<file path="src/rtl/lsu_mem_stage.sv">
// lsu_mem_stage: memory-stage load/store unit with ready handshake, alignment check and load extension
module lsu_mem_stage (
    input  logic        clk,
    input  logic        rst_n,
    input  logic        ex_valid,
    input  logic [4:0]  ex_opcode,
    input  logic [2:0]  ex_func3,
    input  logic [31:0] ex_alu_out,
    input  logic [31:0] ex_rs2_data,
    input  logic [4:0]  ex_rd,
    output logic        lsu_stall,
    output logic        dmem_req,
    output logic        dmem_we,
    output logic [3:0]  dmem_be,
    output logic [31:0] dmem_addr,
    output logic [31:0] dmem_wdata,
    input  logic        dmem_ready,
    input  logic [31:0] dmem_rdata,
    output logic        wb_valid,
    output logic [4:0]  wb_rd,
    output logic [31:0] wb_data,
    output logic        lsu_misalign,
    output logic [31:0] lsu_badaddr
);
    typedef enum logic {IDLE, BUSY} state_t;
    state_t      state;
    logic [2:0]  func3;
    logic [1:0]  off;
    logic [4:0]  rd;
    logic        is_load, is_store, legal, misaligned, accept;
    logic [3:0]  be;
    logic [31:0] wdata, shifted, load_data;
    always_comb begin
        is_load    = ex_opcode == 5'b00000;
        is_store   = ex_opcode == 5'b01000;
        legal      = is_load ? (ex_func3 inside {3'b000, 3'b001, 3'b010, 3'b100, 3'b101})
                             : is_store & (ex_func3 inside {3'b000, 3'b001, 3'b010});
        misaligned = ex_func3[1] ? |ex_alu_out[1:0] : ex_func3[0] & ex_alu_out[0];
        accept     = (state == IDLE) & ex_valid & legal;
        be         = ex_func3[1] ? 4'b1111
                   : ex_func3[0] ? (ex_alu_out[1] ? 4'b1100 : 4'b0011)
                   : 4'b0001 << ex_alu_out[1:0];
        wdata      = ex_func3[1] ? ex_rs2_data
                   : ex_func3[0] ? {2{ex_rs2_data[15:0]}} : {4{ex_rs2_data[7:0]}};
        shifted    = dmem_rdata >> {off, 3'b000};
        // func3[2] selects zero-extension for the unsigned variants
        load_data  = func3[1] ? shifted
                   : func3[0] ? {{16{~func3[2] & shifted[15]}}, shifted[15:0]}
                   : {{24{~func3[2] & shifted[7]}}, shifted[7:0]};
    end
    assign lsu_stall = state == BUSY;
    assign dmem_req  = state == BUSY;
    always_ff @(posedge clk) begin
        if (!rst_n) begin
            state        <= IDLE;
            dmem_we      <= 1'b0;
            dmem_be      <= 4'b0;
            dmem_addr    <= 32'b0;
            dmem_wdata   <= 32'b0;
            wb_valid     <= 1'b0;
            wb_rd        <= 5'b0;
            wb_data      <= 32'b0;
            lsu_misalign <= 1'b0;
            lsu_badaddr  <= 32'b0;
            func3        <= 3'b0;
            off          <= 2'b0;
            rd           <= 5'b0;
        end else begin
            wb_valid     <= 1'b0;
            lsu_misalign <= 1'b0;
            if (state == BUSY) begin
                if (dmem_ready) begin
                    state    <= IDLE;
                    wb_valid <= ~dmem_we;
                    if (!dmem_we) begin
                        wb_rd   <= rd;
                        wb_data <= load_data;
                    end
                end
            end else if (accept) begin
                if (misaligned) begin
                    lsu_misalign <= 1'b1;
                    lsu_badaddr  <= ex_alu_out;
                end else begin
                    state      <= BUSY;
                    dmem_we    <= is_store;
                    dmem_be    <= be;
                    dmem_addr  <= {ex_alu_out[31:2], 2'b00};
                    dmem_wdata <= wdata;
                    func3      <= ex_func3;
                    off        <= ex_alu_out[1:0];
                    rd         <= ex_rd;
                end
            end
        end
    end
endmodule

</file>
<file path="config.mk">
export PLATFORM = sky130hd
export DESIGN_NAME = lsu_mem_stage
export DESIGN_NICKNAME = d
export VERILOG_FILES = /design/src/rtl/lsu_mem_stage.sv
export SDC_FILE = /design/constraint.sdc
export NUM_CORES = 1
export LEC_CHECK = 0
export BUFFER_PORTS_ARGS = -buffer_cell sky130_fd_sc_hd__buf_2
export CAP_MARGIN = 20
export CORE_MARGIN = 5
export CORE_UTILIZATION = 52
export DETAILED_ROUTE_END_ITERATION = 6
export GPL_TIMING_DRIVEN = 0
export PLACE_DENSITY = 0.83
export REMOVE_ABC_BUFFERS = 1
export SYNTH_ARGS = -nofsm -noshare
export SYNTH_HDL_FRONTEND = slang
export SYNTH_SLANG_ARGS = --single-unit
</file>
<file path="constraint.sdc">
create_clock -name clk -period 4.2 [get_ports clk]
set_clock_uncertainty 0.05 [all_clocks]
set_input_delay 0.84 -clock clk [delete_from_list [all_inputs] [get_ports clk]]
set_output_delay 0.84 -clock clk [all_outputs]
set_load 0.02 [all_outputs]
</file>
* Word-level counts from Yosys, hierarchy flattened
Cells that the tools add are included.
** Storage, ports and cells
- Bits in registers :: 149
- Input bits :: 113
- Output and inout port bits :: 142
- Logic and storage cells :: 56
** Cells by class
- Eq/ne operators :: 5
- Shift-type cells :: 2
- Mux-type cells :: 14
- Bitwise gates (word level) :: 12
- Reductions and logical operators :: 10
** Operators by type and width (number)
- $mux 32 :: 4
- $shr 32x5->32 :: 1
- $mux 4 :: 3
- $reduce_and 3->1 :: 4
- $mux 1 :: 7
- $and 1x1->1 :: 6
- $eq 3x3->1 const B :: 2
- $not 1->1 :: 6
- $eq 5x4->1 const B :: 1
- $logic_not 5->1 :: 1
- $reduce_bool 5->1 :: 1
- $shl 1x2->4 const A :: 1
- $eq 3x1->1 const B :: 1
- $eq 3x2->1 const B :: 1
- $logic_not 3->1 :: 1
- $reduce_bool 3->1 :: 1
- $reduce_or 3->1 :: 1
- $reduce_or 2->1 :: 1

* Depth between registers and ports, before layout
- Word-level depth :: 7
- Mapped depth :: 8
- Mapped depth without buffers :: 4

* Worst setup path after synthesis
Ideal clock, no wire load.
- Path type :: input -> register
- From :: input ex_opcode[1]
- To :: register dmem_addr[14]
- Library setup time :: 0.072 ns
- Data arrival time :: 2.147 ns
- Required time :: 4.078 ns
- Setup slack :: 1.932 ns
- Stages on the path :: 7
- Path buffers :: 3
- Cells stage by stage :: nor4_1 -> o2111a_1 -> and2_1 -> buf_4 -> buf_6 -> buf_8 -> mux2i_1
** Between the ends
- Cells in the longest elaborated chain, start to end :: 5
- Elaborated cells between the ends (all ways) :: 6
- Classes of those cells :: 1 x eq/ne; 1 x mux; 2 x bitwise; 2 x reduce/logical
** Ends and longest elaborated chain
- start, declared :: line 6 : input logic [4:0] ex_opcode,
- $eq 5x4->1 :: line 35 : is_store = ex_opcode == 5'b01000;
- $and 1x1->1 :: line 37 : : is_store & (ex_func3 inside {3'b000, 3'b001, 3'b010});
- $mux 1 (*) :: line 36 : legal = is_load ? (ex_func3 inside {3'b000, 3'b001, 3'b010, 3'b100, 3'b101})
- $and 1x1->1 (*) :: line 39 : accept = (state == IDLE) & ex_valid & legal;
- $reduce_and 3->1 (no source line) (*)
- end signal, assigned :: line 88 : dmem_addr <= {ex_alu_out[31:2], 2'b00};
- end, declared :: line 15 : output logic [31:0] dmem_addr,
Mark *: on every way between the ends. The rest lies on a longest branch, timed or not.
A chain may end at the register's enable or synchronous reset.

* Worst setup path after layout
- From :: input ex_func3[1]
- To :: register dmem_addr[5]
** Between the ends
- Cells in the longest elaborated chain, start to end :: 6
- Elaborated cells between the ends (all ways) :: 13
- Classes of those cells :: 4 x eq/ne; 2 x mux; 3 x bitwise; 4 x reduce/logical
** Ends and longest elaborated chain
- start, declared :: line 7 : input logic [2:0] ex_func3,
- $eq 3x1->1, or another cell as far along :: line 36, 37
- $reduce_bool 3->1 :: line 37
- $and 1x1->1 :: line 37
- $mux 1 :: line 36
- $and 1x1->1 :: line 39
- $reduce_and 3->1 (no source line) (*)
Marked as above.

==> flow_summary.yaml <==
outcome:
  outcome: "finished, final reports clean"
die:
  die_area_um2: 14600
  start_util: 0.532
  io_pins: 255
  die_w_um: 121
  rows: 40
  core_area_um2: 12000
  fp.dieH_um: 121
global_routing:
  antenna_found_initial: 0
  grt_pass1_vias: 5735
  overflow: 0
  grt_pass1_wl_mm: 28.7
  grt_max_degree: 86
  track_usage: 0.243
timing:
  grt_setup_unrepaired: "false"
  fmax_mhz: 281
  finalSetupViolCount: 0
  hold_viol: 0
  final_max_slew_viol_count: 0
  fin_crit_ns: 3.56
  tightest_slew_ns: 1.07
  maxSlewHeadroom: 0.289
  setup_tns_ns: 0
  period_share: 0.847
logic_synthesis:
  synth_adder_area_share: 0
  yosysUniqueCellTypes: 39
  yosys_register_bits: 149
  yosys.area.top_type: "dfxtp_1"
  yosysWarningCount: 0
  synth_compound_area_frac: 0.155
  synth_top_family_by_area: "multiplexers"
  synthSimpleGateAreaFrac: 0.132
  synthTopCellsByArea: "dfxtp_1 47%, mux2i_1 17%, nand2_1 9.5%, a21oi_1 5.9%, o21ai_0 2.6%"
  synthCells: 715
  avgSynthCellArea_um2: 8.94
  syn_area_um2: 6390
  synth_mux_area_frac: 0.190
  synth_top_area_frac: 0.467
  synthXorXnorAreaFrac: 0.00137
  ys_seq_area_frac: 0.467
place:
  hpwl_mm: 12.4
  io_buffers: 252
  gp_congestion: 0.853
  placed_area_um2: 7690
hold_path:
  min_path_type: "register to register"
pwr:
  leakage_nw: 3.98
  ir_worst_vdd_uv: 294
  power_density_nw_per_um2: 386
detailed_routing:
  drt_iter0_drc: 463
  wl_per_cell_um: 16.7
  vias: 5957
  viasPerCell: 5.48
  totalWireLength_mm: 18.2
  dr.pass1.iters: 5
  ant_nets: 0
  drcViolationCount: 0
clock_network:
  clkSlewWorstSetupHoldPaths_ns: 0.06
  cts-buffers-inserted: 17
  cts.sink_count: 149
  ctsHoldBuffers: 0
  h-tree-depth: 4
  cts_tree: "done"
  post_cts_resize_count: 0
  clk_latency_ns: 0.41
  post_cts_buffers: 0
  clockBufferDepth: 2
  cts_root_buffer: "clkbuf_16"
finish:
  layout_commonest_cell: "buf_2"
  drive_gt1_frac: 0.316
  fin_area_um2: 8300
  syn2layout_area_growth_pct: 29.9
  nets: 1041
  antenna_cells: 0
  mostFrequentLayoutCells: "251 x buf_2, 161 x nand2_1, 149 x dfxtp_1"
job:
  drv_cap: 0
critical_path:
  worstSetupEndpointType: "register"
  start_kind: "input pin"
  crit_required_ns: 4.49
  critical_path_class: "input pin to register"
  critical_path_arrival_ns: 3.85
  cp_max_fo: 44
## worst max-delay path, cell delays in order
cell and delay (ns):
buf_2 0.32, or2_1 0.55, a22oi_4 0.92, and2_4 0.60
buf_16 0.32, mux2i_1 0.24
## cell type report
| class | instances | area, um^2 |
|---|---|---|
| Tap cell | 147 | 184 |
| Clock buffer | 20 | 467 |
| Sequential cell | 149 | 2980 |
| Multi-Input combinational cell | 496 | 3070 |
| Clock inverter | 12 | 150 |
| Timing Repair Buffer | 259 | 1430 |
| Inverter | 5 | 18.8 |
| Fill cell | 973 | 3710 |
## cells by family (layout without fill, tap and decap cells)
kind of cell,count (synthesis),count (layout)
flip-flops,149,149
AND/OR/NAND/NOR,204,204
multiplexers,119,119
buffers and inverters,71,296
AO/OA/AOI/OAI,170,170
other,1,2
XOR/XNOR,1,1
## state kept, by name (all words and copies together) (netlist names), 2 cells and up
register,flops
wb_rd,5
dmem_wdata,32
dmem_be,4
lsu_badaddr,32
dmem_addr,30
func3,3
rd,5
off,2
wb_data,32
## power breakdown
part | switching [mW] | internal [mW] | total, mW
registers | 0.00379 | 1.42 | 1.42
clock network | 0.587 | 0.981 | 1.57
logic | 0.128 | 0.0821 | 0.211
## stage by stage
step	setup slack, ns	hold slack (ns)	util	std cells	total power, mW
after floorplan	-0.395	0.382	-	650	1.54
after global placement	-2.01	0.384	0.626	1049	1.65
after detailed placement	0.273	0.388	0.640	1056	1.66
after CTS	0.692	0.398	0.691	1088	3.23
after global routing	0.540	0.412	0.691	1088	3.33
final	0.641	0.394	0.691	1088	3.20
## worst paths after layout
check,start,end,slack [ns],cells past startpoint
max reg2reg,off[0]$_SDFFE_PN0P_,wb_data[31]$_SDFFE_PN0P_,1.68,5
min,dmem_wdata[30]$_SDFFE_PN0P_,dmem_wdata[30]$_SDFFE_PN0P_,0.39,2
max,ex_func3[1],dmem_addr[5]$_SDFFE_PN0P_,0.64,6
min reg2reg,dmem_wdata[30]$_SDFFE_PN0P_,dmem_wdata[30]$_SDFFE_PN0P_,0.39,2
## metal layers
| metal | share of wire | up-vias | global-route usage |
|---|---|---|---|
| li1 | - | 2916 | - |
| met1 | 0.39 | 2721 | 0.290 |
| met2 | 0.48 | 277 | 0.398 |
| met3 | 0.099 | 43 | 0.0872 |
| met4 | 0.028 | 0 | 0.0992 |
| met5 | 0 | - | 0 |
## cell usage after synthesis
master     number
or2_1           1
a311oi_1        1
nor2_1         10
mux2_1          8
nand2b_1        3
buf_4           9
nor4_1          1
a22o_1          8
inv_2           1
a22oi_4         1
o211ai_1        7
a21oi_1        75
clkbuf_1       37
conb_1          1
o2111a_1        1
nand2_1       161
o21ai_1        20
o21ai_0        33
a211oi_1       19
o211a_1         1
a21boi_1        1
nand3b_1        1
nor3_1          1
o2111ai_1       1
a221o_1         1
buf_8           2
xor2_1          1
nand4_1        19
mux2i_1       110
buf_2          14
inv_1           4
dfxtp_1       149
o21a_1          1
buf_6           1
nand3_1         2
nor2b_1         4
mux4_2          1
buf_1           3
and2_1          1
Note: power is estimated with default switching activity, not from simulation.
